--- config.mk ---
export PLATFORM = sky130hd
export DESIGN_NAME = q_drain_flat
export DESIGN_NICKNAME = d
export VERILOG_FILES = /design/src/rtl/q_drain_if.sv /design/src/rtl/q_drain.sv /design/src/flat_wrapper.sv
export SDC_FILE = /design/constraint.sdc
export NUM_CORES = 1
export LEC_CHECK = 0
export BUFFER_PORTS_ARGS = -buffer_cell sky130_fd_sc_hd__buf_2
export CAP_MARGIN = 40
export CORE_MARGIN = 2
export CORE_UTILIZATION = 58
export DETAILED_ROUTE_END_ITERATION = 6
export GPL_TIMING_DRIVEN = 1
export PLACE_DENSITY = 0.88
export SYNTH_ARGS = -nofsm -noshare
export SYNTH_HDL_FRONTEND = slang
export SYNTH_SLANG_ARGS = --single-unit
export TNS_END_PERCENT = 100
--- constraint.sdc ---
create_clock -name clk -period 4 [get_ports clk]
set_clock_uncertainty 0.05 [all_clocks]
set_input_delay 0.2 -clock clk [delete_from_list [all_inputs] [get_ports clk]]
set_output_delay 0.2 -clock clk [all_outputs]
set_load 0.05 [all_outputs]
--- src/rtl/q_drain_if.sv ---
// q_drain_if: queue-side pop port and downstream valid/ready stream of q_drain.
// master = the drain block, slave = queue plus consumer side.
interface q_drain_if #(
  parameter int unsigned WORD_SZ = 32
);
  logic               q_empty;
  logic [WORD_SZ-1:0] q_data;
  logic               q_rd;
  logic               out_valid;
  logic               out_ready;
  logic [WORD_SZ-1:0] out_data;
  logic               out_last;

  modport master (
    input  q_empty, q_data, out_ready,
    output q_rd, out_valid, out_data, out_last
  );

  modport slave (
    output q_empty, q_data, out_ready,
    input  q_rd, out_valid, out_data, out_last
  );
endinterface

--- src/rtl/q_drain.sv ---
// q_drain: pops words from the circular word queue, absorbs its one-cycle read
// latency in a 2-entry skid buffer and presents a valid/ready stream with a
// burst-boundary marker every BURST_LEN beats.
// Optional feature macro: Q_DRAIN_STATS_EN adds the stat_words beat counter.
module q_drain #(
  parameter int unsigned WORD_SZ   = 32,
  parameter int unsigned BURST_LEN = 4
) (
  input  logic        clk,
  input  logic        rst,
  q_drain_if.master   bus
`ifdef Q_DRAIN_STATS_EN
  ,
  output logic [31:0] stat_words
`endif
);

  localparam int unsigned CNT_W = (BURST_LEN > 1) ? $clog2(BURST_LEN) : 1;
  localparam logic [CNT_W-1:0] LAST_BEAT = CNT_W'(BURST_LEN - 1);

  logic [1:0]         occ;
  logic               inflight;
  logic [CNT_W-1:0]   beat_cnt;
  logic [WORD_SZ-1:0] head_q;
  logic [WORD_SZ-1:0] tail_q;
  logic               out_valid_q;
  logic               out_last_q;

  logic               xfer;
  logic [2:0]         slots;
  logic               pop_ok;
  logic               q_rd_c;
  logic [1:0]         occ_nxt;
  logic [WORD_SZ-1:0] head_nxt;
  logic [WORD_SZ-1:0] tail_nxt;
  logic [CNT_W-1:0]   beat_nxt;

  // Credit check: pop only if buffer + in-flight word still fit after this cycle's transfer.
  always_comb begin
    xfer   = out_valid_q & bus.out_ready;
    slots  = 3'(occ) + 3'(inflight) - 3'(xfer);
    pop_ok = (slots < 3'd2);
    q_rd_c = rst & ~bus.q_empty & pop_ok;
  end

  // Skid buffer update: drop the head on transfer, then append the returning word at the tail.
  always_comb begin
    head_nxt = head_q;
    tail_nxt = tail_q;
    occ_nxt  = occ;
    if (xfer) begin
      head_nxt = tail_q;
      occ_nxt  = occ - 2'd1;
    end
    if (inflight) begin
      if (occ_nxt == 2'd0) begin
        head_nxt = bus.q_data;
      end else begin
        tail_nxt = bus.q_data;
      end
      occ_nxt = occ_nxt + 2'd1;
    end
  end

  // Beat counter advances only on accepted beats and wraps at the burst end.
  always_comb begin
    beat_nxt = beat_cnt;
    if (xfer) begin
      beat_nxt = (beat_cnt == LAST_BEAT) ? '0 : beat_cnt + CNT_W'(1);
    end
  end

  // State and registered stream outputs; reset discards buffered and in-flight words.
  always_ff @(posedge clk or negedge rst) begin
    if (!rst) begin
      occ         <= 2'd0;
      inflight    <= 1'b0;
      beat_cnt    <= '0;
      head_q      <= '0;
      tail_q      <= '0;
      out_valid_q <= 1'b0;
      out_last_q  <= 1'b0;
    end else begin
      occ         <= occ_nxt;
      inflight    <= q_rd_c;
      beat_cnt    <= beat_nxt;
      head_q      <= head_nxt;
      tail_q      <= tail_nxt;
      out_valid_q <= (occ_nxt != 2'd0);
      out_last_q  <= (beat_nxt == LAST_BEAT);
    end
  end

  assign bus.q_rd      = q_rd_c;
  assign bus.out_valid = out_valid_q;
  assign bus.out_data  = head_q;
  assign bus.out_last  = out_last_q;

`ifdef Q_DRAIN_STATS_EN
  // Saturating count of accepted beats.
  always_ff @(posedge clk or negedge rst) begin
    if (!rst) begin
      stat_words <= 32'd0;
    end else if (xfer && (stat_words != 32'hFFFF_FFFF)) begin
      stat_words <= stat_words + 32'd1;
    end
  end
`endif

endmodule

--- src/flat_wrapper.sv ---
// flat-port wrapper written by rule: the top's interface ports become plain ports
module q_drain_flat 
#(
  parameter int unsigned WORD_SZ   = 32,
  parameter int unsigned BURST_LEN = 4
)
  (clk, rst, bus_q_empty, bus_q_data, bus_out_ready, bus_q_rd, bus_out_valid, bus_out_data, bus_out_last);
  q_drain_if #(.WORD_SZ(WORD_SZ)) bus_i ();
  input  logic clk;
  input  logic rst;
  input wire logic [$bits(bus_i.q_empty)-1:0] bus_q_empty;
  input wire logic [$bits(bus_i.q_data)-1:0] bus_q_data;
  input wire logic [$bits(bus_i.out_ready)-1:0] bus_out_ready;
  output wire logic [$bits(bus_i.q_rd)-1:0] bus_q_rd;
  output wire logic [$bits(bus_i.out_valid)-1:0] bus_out_valid;
  output wire logic [$bits(bus_i.out_data)-1:0] bus_out_data;
  output wire logic [$bits(bus_i.out_last)-1:0] bus_out_last;
  assign bus_i.q_empty = bus_q_empty;
  assign bus_i.q_data = bus_q_data;
  assign bus_i.out_ready = bus_out_ready;
  assign bus_q_rd = bus_i.q_rd;
  assign bus_out_valid = bus_i.out_valid;
  assign bus_out_data = bus_i.out_data;
  assign bus_out_last = bus_i.out_last;
  q_drain #(.WORD_SZ(WORD_SZ), .BURST_LEN(BURST_LEN)) u_core (.clk(clk), .rst(rst), .bus(bus_i));
endmodule
Word level (Yosys, flattened, before mapping)
Cells that the tools add are included.
{"block": "classes", "addsub": 5, "n_lt_le_gt_ge": 1, "div": 0, "n_mul": 0, "bitwise_logic": 5, "shifts": 0, "reduce_logical": 3, "n_eq_ne": 2, "muxes": 7}
{"operator": "2-to-1 mux 32 bit", "n": 3}
{"operator": "2-to-1 mux 2 bit", "n": 4}
{"operator": "adder 2 x 1 -> 2 bit (second input constant)", "n": 2}
{"operator": "equality test 2 bit (second input constant)", "n": 2}
{"operator": "adder 2 x 1 -> 3 bit", "n": 1}
{"operator": "AND 1 bit", "n": 3}
{"operator": "less-than comparator 3 x 2 -> 1 bit (second input constant)", "n": 1}
{"operator": "subtractor 3 x 1 -> 3 bit", "n": 1}
{"operator": "logical NOT 2 bit", "n": 1}
{"operator": "NOT 1 bit", "n": 2}
{"operator": "AND reduction 2 bit", "n": 1}
{"operator": "nonzero test 2 bit", "n": 1}
{"operator": "subtractor 2 x 1 -> 2 bit (second input constant)", "n": 1}
{"block": "totals", "ramBits": 0, "latchBits": 0, "ff_bits": 71, "inputBits": 36, "wordCells": 30, "out_inout_bits": 35, "memories": 0, "romBits": 0}

Longest topological paths before layout
Gate-level depths: netlist (run 1).
{"block": "logic_depth", "word_depth": 5, "mapped_depth": 10, "ltp_nobuf": 9}

Worst setup path after synthesis (run 1)
Ideal clock, no wire load.
{"block": "synth_path", "path_kind": "register to register", "startpoint": "register u_core.out_valid_q (netlist: u_core.bus.out_valid)", "endpoint": "register u_core.inflight", "arrival_ns": 3.089, "stages_incl_launch_ff": 11, "required_time_ns": 3.705, "setup_ns": 0.245, "slack_ns": 0.616, "cell_sequence": "dfrtp_1 -> nand2_1 -> buf_6 -> inv_1 -> ha_1 -> inv_1 -> ha_1 -> inv_1 -> fa_1 -> xor2_1 -> nor3_1"}
{"block": "synth_via", "elab_chain_len": 4}
{"item": "start, declared", "line": "q_drain.sv:26", "source": "logic out_valid_q;"}
{"item": "start signal, assigned", "line": "q_drain.sv:89", "source": "out_valid_q <= (occ_nxt != 2'd0);"}
{"item": "AND 1 bit", "line": "q_drain.sv:40", "source": "xfer = out_valid_q & bus.out_ready;"}
{"item": "subtractor 3 x 1 -> 3 bit", "line": "q_drain.sv:41", "source": "slots = 3'(occ) + 3'(inflight) - 3'(xfer);"}
{"item": "less-than comparator 3 x 2 -> 1 bit", "line": "q_drain.sv:42", "source": "pop_ok = (slots < 3'd2);"}
{"item": "AND 1 bit", "line": "q_drain.sv:43", "source": "q_rd_c = rst & ~bus.q_empty & pop_ok;"}
{"item": "net bus_q_rd", "line": "flat_wrapper.sv:14", "source": "output wire logic [$bits(bus_i.q_rd)-1:0] bus_q_rd;"}
{"item": "end signal, assigned", "line": "q_drain.sv:85", "source": "inflight <= q_rd_c;"}
{"item": "end, declared", "line": "q_drain.sv:22", "source": "logic inflight;"}
The timed path passes the listed nets, and every way through them passes these cells.
A chain may end at the register's enable or synchronous reset.

Worst setup path in the final report (run 1)
{"block": "layout_path", "startpoint": "register u_core.out_valid_q (netlist: u_core.bus.out_valid)", "endpoint": "output port bus_q_rd"}
{"block": "layout_via", "elab_chain_len": 4}
{"item": "AND 1 bit", "line": "q_drain.sv:40"}
{"item": "subtractor 3 x 1 -> 3 bit", "line": "q_drain.sv:41"}
{"item": "less-than comparator 3 x 2 -> 1 bit", "line": "q_drain.sv:42"}
{"item": "AND 1 bit", "line": "q_drain.sv:43"}
{"item": "end, declared", "line": "flat_wrapper.sv:14"}
No other way between the ends.

==> impl_metrics.toml, run 1 <==
[power]
irDropWorstVdd_mv = 0.576
internal_power_mw = 2.07
power.share.switching_pct = 42.7
power_density_nw_per_um2 = 943
power.clock.fraction_pct = 17.9
p_switching_mw = 1.54
share_comb_of_total_power_pct = 46.4
leak_pwr_nw = 1.93
power.share.sequential_pct = 35.7

[placed_design]
port_buffers = 70
routabilityCongestion = 0.780
dp_hpwl_um = 4040

[synth]
netlist_instances = 246
mean_instance_size_in_the_synthesized_netlist_um2 = 13.1
synth_cell_area_um2 = 3220
postSynthNetCount = 287
postSynthRegisterBits = 71
synth_cell_type_count = 28
synth-seq-area-share_pct = 55.2
yosys_warnings = 0

[setup_path]
crit_arrival_ns = 2.74
worstReg2RegStart = "u_core.bus.out_valid$_DFF_PN0_"
timing.critical_path.slowest_cell_delay_ns = 0.40
setup.worst_path.class = "flop to output port"
critPathSlowestCell = "dfrtp_1"
timing.rr.end = "u_core.tail_q[15]$_DFFE_PN0P_"
r2r_slack_ns = 1.47
timing.critical_path.fanout_max = 13
r2r.worst_path.cells = 7
cpMostUsedCell = "inv_1"
timing.critical_path.cells = "nand2_2 -> inv_1 -> ha_1 -> inv_1 -> ha_1 -> inv_1 -> fa_1 -> xor2_1 -> nor3_1 -> buf_2"
setup.worst_path.start_class = "flop"
worst_setup_path_end_kind = "output port"
critical_path_required_ns = 3.75

[hold_path]
worst_hold_path.num_cells = 3
timing.hold.worst_endpoint = "u_core.bus.out_data[6]$_DFF_PN0_"
holdCritStartpoint = "bus_q_data[6]"
min_path_type = "primary input to flop"

[clock_tree]
number_of_h_tree_levels = 3
cts.path.max_buffers = 2
clock_tree_from_tritoncts = "done"
cts.reportedPaths.clkPinSlew_ns = 0.09
clock_tree.root_cell = "clkbuf_8"
clock_insertion_delay_worst_skew_ns = 0.34
cts_sinks = 71
cts_inserted_buffers = 9
post_cts_buffers = 0

[floorplanning]
floorplan.die.width_um = 78.5
core_area_um2 = 5440
top_level_ports = 71
dieArea_um2 = 6160
initial_core_util_pct = 59.2
core.rowCount = 27
die_height_um = 78.5

[route]
route.detailed.drc = 0
drt_pre_antenna_iters = 4
avgViaCountPerCell = 5.27
routedWlPerCell_um = 15.6
drtIter0Drc = 89
final_antenna_net_count = 0
vias = 2086
finalWirelength_um = 6160

[finish]
net_count_final = 360
fillerInstances = 419
seq_area_um2 = 1780
area_of_the_multi_input_gates_um2 = 1280
finalCoreUtilization_pct = 70.3
layout-drive-gt1-share_pct = 38.6
flow.area_growth_from_synthesis_pct = 18.8
most-common-layout-cells = "dfrtp_1 (71), buf_2 (70), nand2_1 (36)"
mostFrequentLayoutCell = "dfrtp_1"
antenna-diode-count = 0

[sta]
setup_viol = 0
period_needed_ns = 2.99
max_slew.worst_pin.slew_ns = 0.624
drv_slew = 0
setup-tns-final_ns = 0
min_period_over_period_pct = 74.8
rsz0062_at_grt = "false"
timing.hold.ws_ns = 0.0184
max_clock_freq_ghz = 0.334
finalHoldViolCount = 0
max_slew_margin_pct = 58.4

[grt]
globalRouteTotalUtil_pct = 22.2
vias_in_the_first_global_route = 2228
grt_first_pass_wirelength_um = 10500
grt_antenna_before_repair = 0
largest_net_degree_at_the_start_of_global_routing = 53
overflow = 0

[run]
maxCapViolations = 0

[run_status]
outcome = "finished, final reports clean"
-- sequential cells by signal, summed over array words and instances (netlist names) --
signal                count
u_core.beat_cnt           2
u_core.bus.out_data      32
u_core.bus.out_last       1
u_core.bus.out_valid      1
u_core.inflight           1
u_core.occ                2
u_core.tail_q            32
-- cell type report --
type | instances | share of cell area [%]
sequential | 71 | 46.5
multi-input combinational | 155 | 33.5
timing repair buffer | 77 | 11.3
clock buffer | 9 | 3.24
clock inverter | 7 | 2.72
tap | 72 | 2.36
inverter | 5 | 0.491
-- per-layer routing --
layer  track usage (%)  share of wire [%]  wire [um]
met5                 0                  0          0
met4              8.07                1.3         82
met3              7.59                5.8        356
met2              35.4                 49       3030
met1              28.4                 44       2690
-- cell families after synthesis --
kind of cell / count (synthesis) / synth area share (%)
XOR/XNOR: 1 / 0.272
adder cells (fa/ha/maj): 5 / 2.18
AO/OA/AOI/OAI: 38 / 6.22
buffers and inverters: 20 / 5.17
flip-flops: 71 / 55.2
AND/OR/NAND/NOR: 47 / 6.30
multiplexers: 64 / 24.7
-- power by group through the flow --
stage                     logic (mW)  clock network [mW]  registers (mW)
after detailed placement        1.67                   0            1.29
after CTS                       1.68               0.663            1.29
after floorplan                0.808                   0            1.82
final                           1.67               0.646            1.29
after global placement          1.61                   0            1.28
after global routing            1.78               0.694            1.33
-- worst max-delay path by stage --
stage                              startpoint                         to  slack (ns)  depth (start not counted)
2_1_floorplan  u_core.bus.out_valid$_DFF_PN0_  u_core.inflight$_DFF_PN0_        0.62                         10
3_3_place_gp   u_core.bus.out_valid$_DFF_PN0_                   bus_q_rd        1.47                         10
3_5_place_dp   u_core.bus.out_valid$_DFF_PN0_                   bus_q_rd        1.37                         10
4_1_cts        u_core.bus.out_valid$_DFF_PN0_                   bus_q_rd        0.98                         10
5_1_grt        u_core.bus.out_valid$_DFF_PN0_                   bus_q_rd        0.81                         10
6_report       u_core.bus.out_valid$_DFF_PN0_                   bus_q_rd        1.01                         10
-- synthesized netlist by cell type, drive strengths merged --
| master | n | share of area (%) |
|---|---|---|
| mux2i | 32 | 10 |
| xor2 | 1 | 0.27 |
| and2 | 1 | 0.19 |
| nor2b | 2 | 0.62 |
| buf | 14 | 4.4 |
| a22oi | 1 | 0.23 |
| a21oi | 1 | 0.16 |
| o31ai | 1 | 0.23 |
| nor2 | 2 | 0.23 |
| a21o | 1 | 0.23 |
| nand3 | 1 | 0.16 |
| ha | 4 | 1.6 |
| clkbuf | 1 | 0.16 |
| nor3 | 3 | 0.47 |
| nand2 | 37 | 4.3 |
| inv | 5 | 0.58 |
| a21boi | 1 | 0.23 |
| mux2 | 32 | 15 |
| o21ai | 33 | 5.1 |
| fa | 1 | 0.62 |
| dfrtp | 71 | 55 |
| nor4bb | 1 | 0.31 |
-- metrics by stage --
stage	instance area (um2)	total power [mW]	cells	setup WS, ns
2_1_floorplan	3220	2.63	246	0.616
3_3_place_gp	3540	2.89	376	1.47
3_5_place_dp	3560	2.96	377	1.37
4_1_cts	3820	3.63	396	0.980
5_1_grt	3820	3.81	396	0.811
6_report	3820	3.60	396	1.01
-- critical path: cells and delay by family, from the launching register on --
| family | cells | cell delay (ns) |
|---|---|---|
| adder cells (fa/ha/maj) | 3 | 0.82 |
| buffers and inverters | 4 | 0.55 |
| AND/OR/NAND/NOR | 2 | 0.48 |
| flip-flops | 1 | 0.40 |
| XOR/XNOR | 1 | 0.15 |
-- what timing repair did --
| action | in CTS | in global routing |
|---|---|---|
| hold endpoints to repair | 21 | 0 |
| resized for setup | 0 | 0 |
| hold buffers | 3 | 0 |
(Power assumes the default switching activity.)
==> inputs of run 2 (changes only) <==
Settings changed: CORE_UTILIZATION 58 to 49, PLACE_DENSITY 0.88 to 0.79.
Clock period 4 ns to 2.4 ns, I/O delays scaled along.
==> run 2 against run 1 <==
Compared with the run above: sequential power grew 67%; routed wire length grew 8.3%; core utilization shrank 3.1 points; first-iteration DRC count grew 35%; register-to-register slack lost 1.1 ns; critical path depth is the same; hold slack lost 0.0011 ns; global-route usage shrank 2.2 points; via count grew 7.2%; clock power grew 63%; the flow now finishes with violations (setup timing); sequential share of layout area shrank 4.8 points.
==> impl_metrics.toml, run 2 (synthesis gave the netlist of run 1 again) <==
[placed_design]
routabilityCongestion = 0.710
port_buffers = 70
dp_slack_ns = 0.233
dpl_cells = 385
dp_hpwl_um = 4050

[finish]
net_count_final = 397
antenna-diode-count = 0
area_of_the_multi_input_gates_um2 = 1330
mostFrequentLayoutCell = "dfrtp_1"
fillerInstances = 466
fin_cells = 438
flow.area_growth_from_synthesis_pct = 32.6
most-common-layout-cells = "dfrtp_1 (70), buf_2 (69), nand2_1 (35)"
layout-drive-gt1-share_pct = 38.8
seq_area_um2 = 1780

[sta]
rsz0062_at_grt = "true"
max_clock_freq_ghz = 0.415
setup_viol = 1
max_slew.worst_pin.slew_ns = 0.612
final_critical_path_setup_slack_ns = -0.0125
period_needed_ns = 2.41
min_period_over_period_pct = 101
finalHoldViolCount = 0
max_slew_margin_pct = 59.2
drv_slew = 0

[setup_path]
setup.worst_path.class = "flop to output port"
cp.buffers_inverters = 4
setup.worst_path.start_class = "flop"
crit_arrival_ns = 2.24
timing.critical_path.fanout_max = 3
cp_top_family = "adder cells"
critPathSlowestCell = "fa_2"
timing.critical_path.cells = "nand2_4 -> inv_4 -> ha_4 -> inv_2 -> ha_4 -> inv_2 -> fa_2 -> nand2_2 -> nor3_4 -> buf_6"
timing.critical_path.slowest_cell_delay_ns = 0.51
worst_setup_path_end_kind = "output port"
critical_path_required_ns = 2.23

[power]
p_total_mw = 6.19
power_density_nw_per_um2 = 1450
leak_pwr_nw = 2.10
irDropWorstVdd_mv = 0.949

[clock_tree]
number_of_h_tree_levels = 3
cts_sinks = 71
clock_tree_from_tritoncts = "done"
cts.reportedPaths.clkPinSlew_ns = 0.07
cts.path.max_buffers = 2
cts_inserted_buffers = 9
clock_tree.root_cell = "clkbuf_8"
clock_insertion_delay_worst_skew_ns = 0.34

[floorplanning]
initial_core_util_pct = 50.7
die_height_um = 85.0
core.rowCount = 29
floorplan.die.width_um = 85.0
dieArea_um2 = 7230
core_area_um2 = 6350
top_level_ports = 71

[route]
routedWlPerCell_um = 15.2
vias = 2236
avgViaCountPerCell = 5.11
drt_pre_antenna_iters = 4
route.detailed.drc = 0
finalWirelength_um = 6670
final_antenna_net_count = 0
drtIter0Drc = 120

[grt]
overflow = 0
use_met2_pct = 32.1
largest_net_degree_at_the_start_of_global_routing = 59
globalRouteTotalUtil_pct = 20.0
busiest_layer = "met2"
global_route.usage.met3_pct = 6.42
grt_first_pass_wirelength_um = 11200
vias_in_the_first_global_route = 2344
globalRouteMet1Util_pct = 25.1
grt_antenna_before_repair = 1

[run_status]
outcome = "finished, violations left"
violations = "setup timing"

[run]
maxCapViolations = 0

[hold_path]
min_path_type = "primary input to flop"
-- run 2: cell count changes in the layout (fill, tap and decap cells not counted), sizes merged --
cell	previous run	this run
inv	7	5
clkinv	1	2
dlygate4sd3	3	34
clkinvlp	2	1
clkbuf	9	11
buf	74	80
-- run 2: final cells by class --
| cell class | count | area share, % |
|---|---|---|
| clock buffers | 11 | 3.31 |
| clock inverters | 5 | 1.91 |
| inverters | 5 | 0.498 |
| multi-input cells | 155 | 31.2 |
| flip-flops and latches | 71 | 41.7 |
| well taps | 77 | 2.26 |
| repair buffers | 114 | 19.1 |
-- run 2: report_power, final --
part           total (mW)  switching [mW]  internal [mW]  leakage [nW]
sequential           2.15           0.355           1.79         0.868
clock                1.05           0.440          0.614         0.110
combinational        2.99            1.80           1.19          1.12
-- run 2: final timing paths --
kind	from	to	slack, ns	cells after the start
max	u_core.bus.out_valid$_DFF_PN0_	bus_q_rd	-0.01	10
min	rst	u_core.inflight$_DFF_PN0_	0.02	3
max reg2reg	u_core.bus.out_valid$_DFF_PN0_	u_core.tail_q[15]$_DFFE_PN0P_	0.36	8
min reg2reg	u_core.tail_q[16]$_DFFE_PN0P_	u_core.tail_q[16]$_DFFE_PN0P_	0.47	1
max in group asynchronous	rst	u_core.bus.out_valid$_DFF_PN0_	1.47	4
min in group asynchronous	rst	u_core.bus.out_data[28]$_DFF_PN0_	0.29	3
-- run 2: worst min-delay path, cell delays in order --
cell and delay (ns):
buf_2 0.13, nand2_2 0.08, nor3_4 0.05
-- run 2: what timing repair did --
item                                    CTS  global route
buffers inserted                          2             1
pin swaps                                 5             3
cloned                                    0             0
gates resized for setup                   3             0
endpoints found under the hold margin    78             0
hold buffers                             34             0
endpoints found under the setup margin    1             1
-- run 2: per-layer routing --
metal / vias to the layer above / part of all wire [%]
li1: 1062 / -
met1: 1096 / 44
met2: 67 / 50
met3: 9 / 5.3
met4: 2 / 0.94
met5: - / 0.19
-- run 2: per-stage QoR --
stage	hold WS, ns	util, %	cell area [um2]	setup TNS (ns)
after floorplan	-0.226	-	3280	-0.102
after global placement	0.264	57.4	3640	0
after detailed placement	0.102	57.8	3670	0
after CTS	0.00929	67.1	4260	-0.0673
after global routing	0.0116	67.2	4270	-0.123
final	0.0173	67.2	4270	-0.0125
